$ cat src/rtl/uart_pkg.sv
// uart_pkg: shared UART constants, receiver state encoding and baud divider helper
package uart_pkg;
    typedef enum logic [2:0] {IDLE, START, DATA, STOP, BREAK} rx_state_e;
    localparam int OVERSAMPLE = 16;
    localparam int MID_SAMPLE = 7;
    function automatic int baud_div(input int clk_freq, input int baud);
        int d;
        d = clk_freq / (baud * OVERSAMPLE);
        return d < 1 ? 1 : d;
    endfunction
endpackage

$ cat src/rtl/uart_rx_core_if.sv
// uart_rx_core_if: valid/ready byte stream from the receiver to its consumer
interface uart_rx_core_if;
    logic [7:0] rx_data;
    logic rx_valid;
    logic rx_ready;
    modport master(output rx_data, rx_valid, input rx_ready);
    modport slave(input rx_data, rx_valid, output rx_ready);
endinterface

$ cat src/rtl/uart_rx_fifo.sv
// uart_rx_fifo: first-word-fall-through synchronous FIFO, head visible on rdata
module uart_rx_fifo #(
    parameter int DEPTH = 4,
    parameter int WIDTH = 8
) (
    input  logic clock,
    input  logic reset,
    input  logic push,
    input  logic pop,
    input  logic [WIDTH-1:0] wdata,
    output logic [WIDTH-1:0] rdata,
    output logic full,
    output logic empty,
    output logic [$clog2(DEPTH):0] count
);
    localparam int AW = $clog2(DEPTH);
    logic [WIDTH-1:0] mem [DEPTH];
    logic [AW-1:0] wptr, rptr;
    logic do_push, do_pop;
    assign full = count == (AW+1)'(DEPTH);
    assign empty = count == '0;
    assign rdata = mem[rptr];
    assign do_pop = pop && !empty;
    // a pop in the same cycle frees the slot a full FIFO needs for the push
    assign do_push = push && (!full || do_pop);
    always_ff @(posedge clock or posedge reset) begin
        if (reset) begin
            mem <= '{default: '0};
            wptr <= '0;
            rptr <= '0;
            count <= '0;
        end else begin
            if (do_push) begin
                mem[wptr] <= wdata;
                wptr <= wptr + 1'b1;
            end
            if (do_pop) rptr <= rptr + 1'b1;
            count <= count + (AW+1)'(do_push) - (AW+1)'(do_pop);
        end
    end
endmodule

$ cat src/rtl/uart_rx_core.sv
// uart_rx_core: 16x-oversampled 8N1 UART receiver feeding an FWFT byte FIFO
module uart_rx_core
    import uart_pkg::*;
#(
    parameter int CLK_FREQ = 50000000,
    parameter int BAUD_RATE = 115200,
    parameter int FIFO_DEPTH = 4
) (
    input  logic clock,
    input  logic reset,
    input  logic srx,
    uart_rx_core_if.master rx,
    output logic frame_err,
    output logic overrun,
    output logic [$clog2(FIFO_DEPTH):0] fifo_cnt
);
    localparam int DIV = baud_div(CLK_FREQ, BAUD_RATE);
    localparam int DW = DIV > 1 ? $clog2(DIV) : 1;
    rx_state_e state;
    logic s_meta, s_sync, s_prev;
    logic start, tick, push, full, empty;
    logic [DW-1:0] dcnt;
    logic [3:0] tcnt;
    logic [2:0] bcnt;
    logic [7:0] shreg;
    assign start = state == IDLE && !s_sync && s_prev;
    assign tick = dcnt == DW'(DIV - 1);
    assign rx.rx_valid = !empty;
    assign overrun = push && full && !rx.rx_ready;
    always_ff @(posedge clock or posedge reset) begin
        if (reset) begin
            s_meta <= 1'b1;
            s_sync <= 1'b1;
            s_prev <= 1'b1;
        end else begin
            s_meta <= srx;
            s_sync <= s_meta;
            s_prev <= s_sync;
        end
    end
    // restart the divider on the start edge so sampling is phase-aligned to the frame
    always_ff @(posedge clock or posedge reset) begin
        if (reset) dcnt <= '0;
        else dcnt <= (start || tick) ? '0 : dcnt + 1'b1;
    end
    always_ff @(posedge clock or posedge reset) begin
        if (reset) begin
            state <= IDLE;
            tcnt <= '0;
            bcnt <= '0;
            shreg <= '0;
            push <= 1'b0;
            frame_err <= 1'b0;
        end else begin
            push <= 1'b0;
            frame_err <= 1'b0;
            case (state)
                IDLE: if (start) begin
                    state <= START;
                    tcnt <= '0;
                end
                START: if (tick) begin
                    if (tcnt == 4'(MID_SAMPLE)) begin
                        tcnt <= '0;
                        bcnt <= '0;
                        state <= s_sync ? IDLE : DATA;
                    end else tcnt <= tcnt + 4'd1;
                end
                DATA: if (tick) begin
                    tcnt <= tcnt + 4'd1;
                    if (tcnt == 4'(OVERSAMPLE - 1)) begin
                        shreg[bcnt] <= s_sync;
                        bcnt <= bcnt + 3'd1;
                        if (bcnt == 3'd7) state <= STOP;
                    end
                end
                STOP: if (tick) begin
                    tcnt <= tcnt + 4'd1;
                    if (tcnt == 4'(OVERSAMPLE - 1)) begin
                        push <= s_sync;
                        frame_err <= !s_sync;
                        state <= s_sync ? IDLE : BREAK;
                    end
                end
                BREAK: if (s_sync) state <= IDLE;
                default: state <= IDLE;
            endcase
        end
    end
    uart_rx_fifo #(.DEPTH(FIFO_DEPTH), .WIDTH(8)) u_fifo (
        .clock(clock),
        .reset(reset),
        .push(push),
        .pop(rx.rx_ready),
        .wdata(shreg),
        .rdata(rx.rx_data),
        .full(full),
        .empty(empty),
        .count(fifo_cnt)
    );
endmodule
$ cat src/flat_wrapper.sv
// flat-port wrapper written by rule: the top's interface ports become plain ports
module uart_rx_core_flat import uart_pkg::*;
#(
    parameter int CLK_FREQ = 50000000,
    parameter int BAUD_RATE = 115200,
    parameter int FIFO_DEPTH = 4
)
  (clock, reset, srx, frame_err, overrun, fifo_cnt, rx_rx_data, rx_rx_valid, rx_rx_ready);
  uart_rx_core_if rx_i ();
  input  logic clock;
  input  logic reset;
  input  logic srx;
  output logic frame_err;
  output logic overrun;
  output logic [$clog2(FIFO_DEPTH):0] fifo_cnt;
  output wire logic [$bits(rx_i.rx_data)-1:0] rx_rx_data;
  output wire logic [$bits(rx_i.rx_valid)-1:0] rx_rx_valid;
  input wire logic [$bits(rx_i.rx_ready)-1:0] rx_rx_ready;
  assign rx_rx_data = rx_i.rx_data;
  assign rx_rx_valid = rx_i.rx_valid;
  assign rx_i.rx_ready = rx_rx_ready;
  uart_rx_core #(.CLK_FREQ(CLK_FREQ), .BAUD_RATE(BAUD_RATE), .FIFO_DEPTH(FIFO_DEPTH)) u_core (.clock(clock), .reset(reset), .srx(srx), .rx(rx_i), .frame_err(frame_err), .overrun(overrun), .fifo_cnt(fifo_cnt));
endmodule
$ cat config.mk
export PLATFORM = sky130hd
export DESIGN_NAME = uart_rx_core_flat
export DESIGN_NICKNAME = d
export VERILOG_FILES = /design/src/rtl/uart_pkg.sv /design/src/rtl/uart_rx_core_if.sv /design/src/rtl/uart_rx_fifo.sv /design/src/rtl/uart_rx_core.sv /design/src/flat_wrapper.sv
export SDC_FILE = /design/constraint.sdc
export NUM_CORES = 1
export LEC_CHECK = 0
export BUFFER_PORTS_ARGS = -buffer_cell sky130_fd_sc_hd__buf_2
export CAP_MARGIN = 10
export CORE_MARGIN = 5
export CORE_UTILIZATION = 60
export CTS_CLUSTER_DIAMETER = 150
export CTS_CLUSTER_SIZE = 28
export DETAILED_ROUTE_END_ITERATION = 6
export PLACE_DENSITY = 0.79
export SLEW_MARGIN = 20
export SYNTH_ARGS = -nofsm -noshare
export SYNTH_HDL_FRONTEND = slang
export SYNTH_SLANG_ARGS = --single-unit
$ cat constraint.sdc
create_clock -name clock -period 2.77 [get_ports clock]
set_input_delay 0.1385 -clock clock [delete_from_list [all_inputs] [get_ports clock]]
set_output_delay 0.1385 -clock clock [all_outputs]
set_load 0.1 [all_outputs]
==> impl_results.md <==
* Status: complete, no violations
* Syn Area/Cell at 13.0 µm²
* Clk root buf: clkbuf_8
* Initial antenna violation count at 0
* Maximum number of pins on one net before global-route repair at 32
* Synthesized net count at around 260
* Post-route clock period utilization at 83.4%
* TritonCTS Buffers at 9
* Synth Area in Adders at 4.95%
* Crit Path Max Fanout at 4
* Cells on Worst Hold Path at 3
* Final setup violation count at 0
* Post-synth top flop: dfrtp_1
* Fraction of layout cells with a size suffix above 1 at 21.9%
* Worst setup EP type: flip-flop
* Hold-fix buffers, CTS at 2
* Largest area contributor in the netlist: dfrtp_1
* Rows at 26
* Design Area, Final at ~0.0036 mm²
* Mapped Cells at ~250
* Final std cells w/o fill at ~340
* Power Total at 2.78 mW
* Setup CP Type: flip-flop to flip-flop
* Tightest Pin Transition at 0.629 ns
* Post-Synth XOR/XNOR Area at under 10%
* Slew Limit Fails at 0
* Placer Congestion at between 0.7 and 0.8
* Mapped Area at about 0.0032 mm²
* Initial Utilization at roughly 62%
* Asr flop ratio synth at between 90% and 100%
* Iter 0 DRT Violations at 91
* Final-stage net count at around 290
* H-tree Lvls at 3
* Relative slew margins at about three fifths
* Synth unique cells at 44
* Commonest cells in the netlist: 64 x dfrtp_1, 40 x mux2_1, 14 x nand2_1
* Pre-CTS WS at 0.482 ns
* Post-synthesis mux area share at between 20% and 30%
* Startpoint Class: flip-flop
* Via count at roughly 2,000
* Final Routed Wirelength at 6030 µm
* Pwr dens at about 770 mW/mm²
* P&R area growth vs syn at 13.2%
* Number of synthesized flops with an enable pin at 0
* Placed instance area at 0.00335 mm²
* Critical path required time at just over 3 ns
* 1st-pass router iterations at 4
* Post-CTS setup repair buffer count at 0
* Top cells by area, synth: dfrtp_1 50%, mux2_1 14%, mux4_2 5.7%, ha_1 4.3%, dfstp_2 2.5%
* Critical Path AT at 2.56 ns
* Routed Antenna Nets at 0
* ANT cells at 0
* Critical path's slowest cell: dfrtp_2
* Synth Register Bits at 67
* Hold WC Path Type: input port to flip-flop
* Clock latency on the worst-skew pair at about 0.34 ns
* Number of global-route vias before repair at 2,055
* Vias per cell at between 5 and 6
* Crit path buf inv count at 1
* F_max at around 430 MHz
* DR WL/cell at roughly 18 µm
* Share of the synthesized area in the top cell type at approximately half
* Placed cell count at 326
* CP Depth at 8
* Total GRT Usage at about a fifth
* Residual DRC at 0
* Fillers at 348
* Bufs on Longest Clock Path at 2
* Final Critical Period at about 2.3 ns
* Critical path cell sequence: or3_4, and2_1, ha_1, inv_1, ha_1, fa_1, xnor2_1, xnor2_1
* HPWL Detailed at 4040 µm
* Final Hold Fails at 0
* Post-synthesis simple-gate area fraction at roughly 12%
* Max Cap Viol at 0
* Synth Area in Compound Gates at under 10%
* Worst clock skew at roughly 0.012 ns
* R2R depth at 8
* GR Overflow Total at 0
* Final worst setup slack at roughly 0.46 ns
* Cell class contributing the biggest share of worst-path delay: adder cells
* I/O pin count at 18
* Count leader, synth: dfrtp_1
* CTS resizes at 0
* First-pass GRT wire length at 10,300 µm
* Core Area at a little over 0.005 mm²
* Yosys warning count at 0
* Sequential area share after synthesis at between 50% and 60%
* Setup TNS at 0 ns
* Clock transition at the registers of the reported paths at 0.07 ns
* Port Buffers at 17
* Largest family of logic cells by synthesized area: multiplexers
* RSZ-0062 raised after global routing: false
* DIE HEIGHT at about 83 µm
* Worst vdd ir at 551 µV
* Leak at between 1.5 and 2 nW
* CP peak stage delay at ~0.43 ns
* Die Wd at roughly 83 µm
* CTS tree: yes
* DIE AREA at 0.00687 mm²
* CTS sink count at 67
==> per-layer routing <==
metal | track usage [%] | routed length [µm]
met5 | 0 | 0
met4 | 7.58 | 113
met3 | 5.25 | 177
met2 | 31.9 | 3120
met1 | 23.5 | 2630
==> per-stage QoR <==
step	hold WS, ns	utilization [%]
finish	0.211	70.2
global route	0.213	70.2
CTS	0.196	70.2
detailed placement	0.192	65.1
global placement	0.181	65.1
floorplan	0.143	-
==> cell usage in the layout, fill, tap and decap left out, drive strengths merged, types with 7 or more instances in the layout <==
cell type	Yosys	routed
nor2	13	13
nand4	7	7
mux4	8	8
dfrtp	64	64
mux2	40	40
ha	11	11
inv	11	11
clkbuf	2	11
nand2	18	18
buf	8	21
==> layout make-up <==
class / count / area, µm² / share of cell area [%]
clock inverter: 5 / 100 / 2.77
inverter: 11 / 41.3 / 1.14
sequential: 67 / 1680 / 46.7
multi-input combinational: 157 / 1420 / 39.3
clock buffer: 11 / 141 / 3.92
timing repair buffer: 23 / 135 / 3.74
tap: 70 / 87.6 / 2.43
==> worst paths after layout <==
check	end	slack, ns	startpoint
min reg2reg	u_core.s_sync	0.36	u_core.s_meta
min in group asynchronous	u_core.u_fifo.mem[15]	0.37	reset
min	u_core.u_fifo.rptr[0]	0.21	rx_rx_ready
max	u_core.u_fifo.count[2]	0.46	u_core.u_fifo.count[1]
max in group asynchronous	u_core.s_sync	1.59	reset
max reg2reg	u_core.u_fifo.count[2]	0.46	u_core.u_fifo.count[1]
==> state kept, by name, summed over array words and instances, names as in the netlist, 2 cells and up <==
name / cells
u_core.u_fifo.mem: 32
u_core.u_fifo.count: 3
u_core.state: 3
u_core.dcnt: 5
u_core.bcnt: 3
u_core.shreg: 8
u_core.u_fifo.rptr: 2
u_core.u_fifo.wptr: 2
u_core.tcnt: 4
==> cell families (layout without fill, tap and decap cells) <==
logic type      count (synthesis)  count (layout)
fa+ha+maj                      12              12
mux                            51              51
flops                          67              67
xor+xnor                        9               9
buf+inv                        21              50
simple gates                   67              67
compound gates                 18              18
==> worst register-to-register path: cells and delay by family, from the launching register on <==
family | cells | cell delay [ns]
flops | 1 | 0.43
fa+ha+maj | 3 | 0.84
xor+xnor | 2 | 0.32
buf+inv | 1 | 0.04
simple gates | 2 | 0.58
==> power by group <==
part	internal, mW	total (mW)	switching [mW]
Sequential	1.08	1.24	0.154
Combinational	0.206	0.574	0.369
Clock	0.620	0.970	0.351
Total	1.91	2.78	0.873
(Power assumes the default switching activity.)
